### src/rtl/cskip_pkg.sv
// Shared constants, config helpers and the per-stage pipeline record for the carry-skip adder.
// Latency: n/a (types and constant functions only).
// Backpressure: n/a. Optional ovf field is present only when CSKIP_ADDER_OVF_EN is defined.
package cskip_pkg;

    // Record fields are sized for the largest supported operand; stages use the low bits.
    localparam int CSKIP_MAX_W    = 64;
    localparam int CSKIP_MAX_NGRP = 32;

    function automatic int cskip_ngrp(input int width, input int blk);
        return width / blk;
    endfunction

    function automatic bit cskip_cfg_ok(input int width, input int blk);
        return (blk >= 2) && ((width % blk) == 0) && (width <= CSKIP_MAX_W)
               && ((width / blk) <= CSKIP_MAX_NGRP);
    endfunction

    // One beat travelling down the pipe: resolved low sum bits, carry out of the last
    // resolved group, the operand bits still waiting (shifted down so the next group
    // always sits at bit 0), and the skip flags collected so far.
    typedef struct packed {
        logic                      vld;
        logic                      carry;
`ifdef CSKIP_ADDER_OVF_EN
        logic                      ovf;
`endif
        logic [CSKIP_MAX_W-1:0]    sum;
        logic [CSKIP_MAX_W-1:0]    rem_a;
        logic [CSKIP_MAX_W-1:0]    rem_b;
        logic [CSKIP_MAX_NGRP-1:0] skip;
    } stage_t;

endpackage

### src/rtl/cskip_group.sv
// One skip group: BLK-bit ripple adder, all-propagate detect and carry bypass mux.
// Latency: purely combinational.
// Backpressure: none; the enclosing pipeline stage owns flow control. c_msb exists with CSKIP_ADDER_OVF_EN.
module cskip_group #(
    parameter int BLK = 4
) (
    input  logic [BLK-1:0] a,
    input  logic [BLK-1:0] b,
    input  logic           cin,
    output logic [BLK-1:0] sum,
    output logic           cout,
    output logic           all_p
`ifdef CSKIP_ADDER_OVF_EN
    ,
    output logic           c_msb
`endif
);

    logic [BLK-1:0] p;
    logic           rc;

    assign p     = a ^ b;
    assign all_p = &p;

    // Ripple the carry through the group; rc ends as the ripple carry-out.
    always_comb begin
        rc  = cin;
        sum = '0;
`ifdef CSKIP_ADDER_OVF_EN
        c_msb = cin;
`endif
        for (int i = 0; i < BLK; i++) begin
`ifdef CSKIP_ADDER_OVF_EN
            c_msb = rc;
`endif
            sum[i] = p[i] ^ rc;
            rc     = (a[i] & b[i]) | (p[i] & rc);
        end
    end

    // When every bit propagates the incoming carry passes straight through.
    assign cout = all_p ? cin : rc;

endmodule

### src/rtl/cskip_adder_pipe.sv
// Pipelined carry-skip adder/subtractor resolving one BLK-bit group per stage, LSB group first.
// Latency: NGRP cycles, one beat per cycle. Optional ovf output with CSKIP_ADDER_OVF_EN.
// Backpressure: whole pipe advances only when !out_valid || out_ready; in_ready mirrors that.
module cskip_adder_pipe
    import cskip_pkg::*;
#(
    parameter int WIDTH = 16,
    parameter int BLK   = 4
) (
    input  logic                   clk,
    input  logic                   rst,
    input  logic                   in_valid,
    output logic                   in_ready,
    input  logic [WIDTH-1:0]       a,
    input  logic [WIDTH-1:0]       b,
    input  logic                   cin,
    input  logic                   sub,
    output logic                   out_valid,
    input  logic                   out_ready,
    output logic [WIDTH-1:0]       sum,
    output logic                   cout,
    output logic [WIDTH/BLK-1:0]   skip_mask
`ifdef CSKIP_ADDER_OVF_EN
    ,
    output logic                   ovf
`endif
);

    localparam int NGRP = cskip_ngrp(WIDTH, BLK);

    if (!cskip_cfg_ok(WIDTH, BLK)) begin : g_bad_cfg
        $error("cskip_adder_pipe: WIDTH must be a multiple of BLK, BLK >= 2, WIDTH <= 64");
    end

    stage_t st_q [NGRP];
    stage_t st_d [NGRP];
    stage_t in_rec;
    logic   adv;

    assign out_valid = st_q[NGRP-1].vld;
    assign adv       = !out_valid || out_ready;
    assign in_ready  = adv;

    // Build the record entering group 0; subtraction inverts B and forces the carry-in.
    always_comb begin
        in_rec       = '0;
        in_rec.vld   = in_valid;
        in_rec.carry = sub ? 1'b1 : cin;
        in_rec.rem_a = CSKIP_MAX_W'(a);
        in_rec.rem_b = CSKIP_MAX_W'(sub ? ~b : b);
    end

    for (genvar g = 0; g < NGRP; g++) begin : g_stage
        stage_t         rec_in;
        stage_t         rec_d;
        logic [BLK-1:0] grp_sum;
        logic           grp_cout;
        logic           grp_skip;
`ifdef CSKIP_ADDER_OVF_EN
        logic           grp_cmsb;
`endif

        if (g == 0) begin : g_head
            assign rec_in = in_rec;
        end else begin : g_body
            assign rec_in = st_q[g-1];
        end

        cskip_group #(.BLK(BLK)) u_grp (
            .a     (rec_in.rem_a[BLK-1:0]),
            .b     (rec_in.rem_b[BLK-1:0]),
            .cin   (rec_in.carry),
            .sum   (grp_sum),
            .cout  (grp_cout),
            .all_p (grp_skip)
`ifdef CSKIP_ADDER_OVF_EN
            ,
            .c_msb (grp_cmsb)
`endif
        );

        // Fold this group's result into the record and shift the unresolved operand bits down.
        always_comb begin
            rec_d       = rec_in;
            rec_d.carry = grp_cout;
            rec_d.sum   = rec_in.sum | (CSKIP_MAX_W'(grp_sum) << (g * BLK));
            rec_d.rem_a = rec_in.rem_a >> BLK;
            rec_d.rem_b = rec_in.rem_b >> BLK;
            rec_d.skip  = rec_in.skip | (CSKIP_MAX_NGRP'(grp_skip) << g);
`ifdef CSKIP_ADDER_OVF_EN
            // Only the last group's value survives to the output: carry into MSB xor carry out.
            rec_d.ovf   = grp_cmsb ^ grp_cout;
`endif
        end

        assign st_d[g] = rec_d;
    end

    // The whole pipe moves together on adv; reset drops every in-flight beat.
    always_ff @(posedge clk or posedge rst) begin
        if (rst) begin
            for (int g = 0; g < NGRP; g++) begin
                st_q[g] <= '0;
            end
        end else if (adv) begin
            for (int g = 0; g < NGRP; g++) begin
                st_q[g] <= st_d[g];
            end
        end
    end

    assign sum       = st_q[NGRP-1].sum[WIDTH-1:0];
    assign cout      = st_q[NGRP-1].carry;
    assign skip_mask = st_q[NGRP-1].skip[NGRP-1:0];
`ifdef CSKIP_ADDER_OVF_EN
    assign ovf       = st_q[NGRP-1].ovf;
`endif

    // Spare record bits at the tail (drained operands, unused high lanes) go nowhere.
    logic unused_tail;
    assign unused_tail = ^st_q[NGRP-1];

endmodule

### config.mk
export PLATFORM = sky130hd
export DESIGN_NAME = cskip_adder_pipe
export DESIGN_NICKNAME = d
export VERILOG_FILES = /design/src/rtl/cskip_pkg.sv /design/src/rtl/cskip_group.sv /design/src/rtl/cskip_adder_pipe.sv
export SDC_FILE = /design/constraint.sdc
export NUM_CORES = 1
export LEC_CHECK = 0
export ABC_CLOCK_PERIOD_IN_PS = 3000
export CELL_PAD_IN_SITES_DETAIL_PLACEMENT = 2
export CELL_PAD_IN_SITES_GLOBAL_PLACEMENT = 2
export CORE_UTILIZATION = 31
export CTS_CLUSTER_SIZE = 28
export DETAILED_ROUTE_END_ITERATION = 16
export GPL_ROUTABILITY_DRIVEN = 0
export PLACE_DENSITY = 0.74
export SLEW_MARGIN = 20
export SYNTH_ARGS = -nofsm -noshare
export SYNTH_HDL_FRONTEND = slang
export SYNTH_SLANG_ARGS = --single-unit
### constraint.sdc
create_clock -name clk -period 3 [get_ports clk]
set_input_delay 0.3 -clock clk [delete_from_list [all_inputs] [get_ports clk]]
set_output_delay 0.3 -clock clk [all_outputs]
set_load 0.005 [all_outputs]
==> results.txt, run 1 <==
The max-slew violation count came out at 0. Number of failing hold endpoints at the final stage: 0. The endpoint identified for the worst register-to-register timing path is g_stage[3].rec_in[171]. The total track usage was 0.153. The worst setup path is captured at a flip-flop. The number of gates given a new drive strength after cts is 0. For this run, the number of Yosys warnings is 0. For this design the static power due to leakage is 2.89 nW.

After global routing the overflow that remains totals 0. TritonCTS built the clock tree. The remaining antenna violation count was 0. Data on the critical path is required at its endpoint by 3.25 ns. The register bit count reported by yosys came out at 106. The number of cells on the worst reg-to-reg path is 8. Entering global routing, the biggest net connects 107 pins.

The share of async-settable or async-resettable flops after synthesis was 1.00. The delay of the slowest cell on the worst path works out to 0.60 ns. Counting flops with a built-in enable in the synthesized netlist gives 0. The tools report the launching element type of the critical path as a primary input. For the iteration count of the initial detailed-routing pass, the log shows 4. Input and output buffers added on the ports amount to 60. Final net count: 617. By instance count, the leading cell after synthesis is sky130_fd_sc_hd__nand2_1. In this run the worst hold path is classified as primary input to asynchronous set/reset pin. The final worst-path cycle share is 0.873.

By area the synthesized netlist is led by sky130_fd_sc_hd__dfrtp_1 56%, sky130_fd_sc_hd__nand2_1 18%, sky130_fd_sc_hd__fa_1 6.7%. The clock reaches the later pin of the worst-skew pair after 0.36 ns. The vias after detailed routing was 3,333; the number of placement rows was 44. The initial core utilization was 0.323.

For this design, the slowest cell found on the critical path is sky130_fd_sc_hd__clkdlybuf4s50_1. The area share of the leading cell type in the synthesized netlist is 0.557. The first global-routing pass estimated 19,000 um of wire. Buffers inserted to repair hold after CTS numbered 0.

Among the stages of the critical path, the cell type that occurs most often is sky130_fd_sc_hd__fa_1. The final layout contains routed wiring with a total length of 10,900 um. Of all cell types, the one taking the most synthesized area is sky130_fd_sc_hd__dfrtp_1.

Horizontal die dimension: 126 um. Between clock sinks in the finished design, the worst skew comes to 0.00682 ns. The most used flip-flop cell after synthesis is sky130_fd_sc_hd__dfrtp_1. The finished cells cover 0.00585 mm^2. The logs give 565 for the net count after synthesis and 0.397 for the final design utilization. For the total design power, the log shows 5.73 mW. Timing analysis after detailed placement gives a worst setup slack of -0.0138 ns. A synthesized cell averages 9.61 um^2. The tools report the post-synthesis cell type count as 26. The die covers 0.0158 mm^2.

By count the netlist is led by 228 x sky130_fd_sc_hd__nand2_1, 106 x sky130_fd_sc_hd__dfrtp_1, 28 x sky130_fd_sc_hd__inv_1. The largest fanout of any net on the critical path works out to 4. The run finished with clean final reports. The tools report the clock root buffer as sky130_fd_sc_hd__clkbuf_16. The count of boundary I/O pins was 61. After legalization and detailed placement, the total HPWL measured 7160 um. The final setup violation count is 0. Once placement finished, the instance area stood at 0.00552 mm^2. In this run the critical register-to-register path is launched from g_stage[2].rec_in[96]. The first routing iteration left 152 violations.

The via count of the first global-routing pass is 3,703. The area growth from synthesis to layout is 23.0%. For the pin with the worst max-slew slack, the measured transition is 0.579 ns.

Setup slack on the worst reg-to-reg path comes out at 0.78 ns. The number of antenna diodes in the final layout is 0. For the fraction of the yosys area taken by sequential cells, the log shows 0.557.

Summed instance area of the synthesized netlist: 0.00476 mm^2. Type of the setup path with the least slack: primary input to flip-flop. Max-cap violations in this run came to 0. Summing all multi-input logic gate instances after layout gives 0.00184 mm^2.

CTS saw 106 sinks. The signal on the critical path passes through clkdlybuf4s50_1 -> xor2_1 -> fa_1 -> inv_1 -> fa_1 -> fa_1 -> inv_1 -> fa_1 -> nand2_1 -> nand2_1. For the finished layout, the period the worst path requires is 2.62 ns. In the final routed layout, each cell accounts on average for 14.8 um. The tools report the worst relative slew slack as 0.614. Number of antenna violations at the first check in global routing: 0. The clock tree synthesis step divided the H-tree into 3 levels. The per-cell via count in the routed design was 4.53; the number of instances in the synthesized netlist was 495. Setup repair after global routing left no endpoint under its margin. The arrival time at the worst endpoint came out at 2.87 ns. The die boundary height is 126 um, and the core area is 0.0148 mm^2. The logs give 0 ns for the aggregate negative setup slack and 0.00265 mm^2 for the register area. The worst setup margin was 0.380 ns; the fraction of layout cells with a size suffix above 1 was 0.0489. After clock tree synthesis, the clock-pin slew on the worst setup and hold paths is 0.07 ns. In the routed design, unresolved DRC markers number 0.

The power per cell area is 979 mW/mm^2, and the worst ir drop on vdd is 0.291 mV. Timing would allow up to 382 MHz. Counting the fill cells in the layout gives 1,630. The CTS buffer count is 9, and the maximum buffer depth of the clock tree is 2.

The number of setup buffers added after CTS is 0.
[sequential cells by signal, summed over array words and instances, names as in the netlist]
name / flops
cout: 1
g_stage.rec_d: 27
g_stage.rec_in: 57
out_valid: 1
skip_mask: 4
sum: 16
[worst max-delay path by stage]
stage	from	end	slack [ns]	cells after the start
2_1_floorplan	sub	g_stage[1].rec_in[163]	0.48	11
3_3_place_gp	sub	g_stage[1].rec_in[163]	0.14	10
3_5_place_dp	sub	g_stage[1].rec_in[163]	-0.01	10
4_1_cts	sub	g_stage[1].rec_in[163]	0.37	10
5_1_grt	sub	g_stage[1].rec_in[163]	0.23	10
6_report	sub	g_stage[1].rec_in[163]	0.38	10
[area by class of cell]
class,instances,share of cell area
sequential,106,0.453
clock inverter,7,0.0173
clock buffer,9,0.0385
tap,184,0.0393
timing repair buffer,66,0.117
inverter,29,0.0195
multi-input combinational,335,0.315
[per-layer routing]
layer / up-vias / GRT usage / share of wire
li1: 1610 / - / -
met1: 1660 / 0.201 / 0.47
met2: 49 / 0.246 / 0.48
met3: 14 / 0.0272 / 0.027
met4: 0 / 0.0744 / 0.023
met5: - / 0 / 0
[critical path: cells and delay by family]
| kind | cells | cell delay [ns] |
|---|---|---|
| simple gates | 2 | 0.15 |
| xor+xnor | 1 | 0.28 |
| buf+inv | 3 | 0.73 |
| fa+ha+maj | 4 | 1.39 |
[report_power, final]
group,switching [mW],internal (mW),total (mW)
Clock,0.572,0.741,1.31
Combinational,1.09,0.895,1.98
Sequential,0.383,2.05,2.43
[kinds of logic after synthesis]
family	after synthesis	synth area share
mux	2	0.00526
compound gates	37	0.0408
fa+ha+maj	32	0.109
xor+xnor	16	0.0294
buf+inv	54	0.0560
simple gates	248	0.202
flops	106	0.557
[through the flow]
stage / hold slack (ns) / cells
after global placement: 0.444 / 720
after detailed placement: 0.457 / 720
final: 0.455 / 736
after floorplan: 0.412 / 495
after CTS: 0.470 / 736
after global routing: 0.494 / 736
[layout by cell type, fill, tap and decap left out]
cell,Yosys,routed
sky130_fd_sc_hd__and3_1,2,2
sky130_fd_sc_hd__fa_1,16,16
sky130_fd_sc_hd__clkdlybuf4s50_1,0,60
sky130_fd_sc_hd__nand4_1,4,4
sky130_fd_sc_hd__nor2_1,8,8
sky130_fd_sc_hd__a21oi_1,8,8
sky130_fd_sc_hd__xor2_1,6,6
sky130_fd_sc_hd__bufinv_16,0,2
sky130_fd_sc_hd__dfrtp_1,106,106
sky130_fd_sc_hd__or2_2,1,1
sky130_fd_sc_hd__o21ai_0,26,26
sky130_fd_sc_hd__inv_1,28,27
sky130_fd_sc_hd__clkinvlp_4,0,2
sky130_fd_sc_hd__inv_8,0,1
sky130_fd_sc_hd__nor2b_4,0,1
sky130_fd_sc_hd__nand2b_1,1,1
sky130_fd_sc_hd__inv_6,0,1
sky130_fd_sc_hd__o221ai_1,1,1
sky130_fd_sc_hd__clkbuf_16,0,9
sky130_fd_sc_hd__buf_12,0,3
sky130_fd_sc_hd__mux2_4,1,1
sky130_fd_sc_hd__xnor2_1,10,10
sky130_fd_sc_hd__buf_4,9,3
sky130_fd_sc_hd__a211oi_1,2,2
sky130_fd_sc_hd__nand3_1,1,1
sky130_fd_sc_hd__clkinv_2,0,2
sky130_fd_sc_hd__clkinv_4,0,1
sky130_fd_sc_hd__mux2i_1,1,1
sky130_fd_sc_hd__nor3_1,2,2
sky130_fd_sc_hd__ha_1,16,16
sky130_fd_sc_hd__nand2_1,228,228
(Power assumes the default switching activity.)
==> run 2: changes to the inputs <==
--- a/config.mk
+++ b/config.mk
@@ -6,6 +6,7 @@
 export NUM_CORES = 1
 export LEC_CHECK = 0
 export ABC_CLOCK_PERIOD_IN_PS = 3000
+export CAP_MARGIN = 20
 export CELL_PAD_IN_SITES_DETAIL_PLACEMENT = 2
 export CELL_PAD_IN_SITES_GLOBAL_PLACEMENT = 2
 export CORE_UTILIZATION = 31
==> results of run 2 <==
Final layout, timing and power as in run 1 (identical DEF).
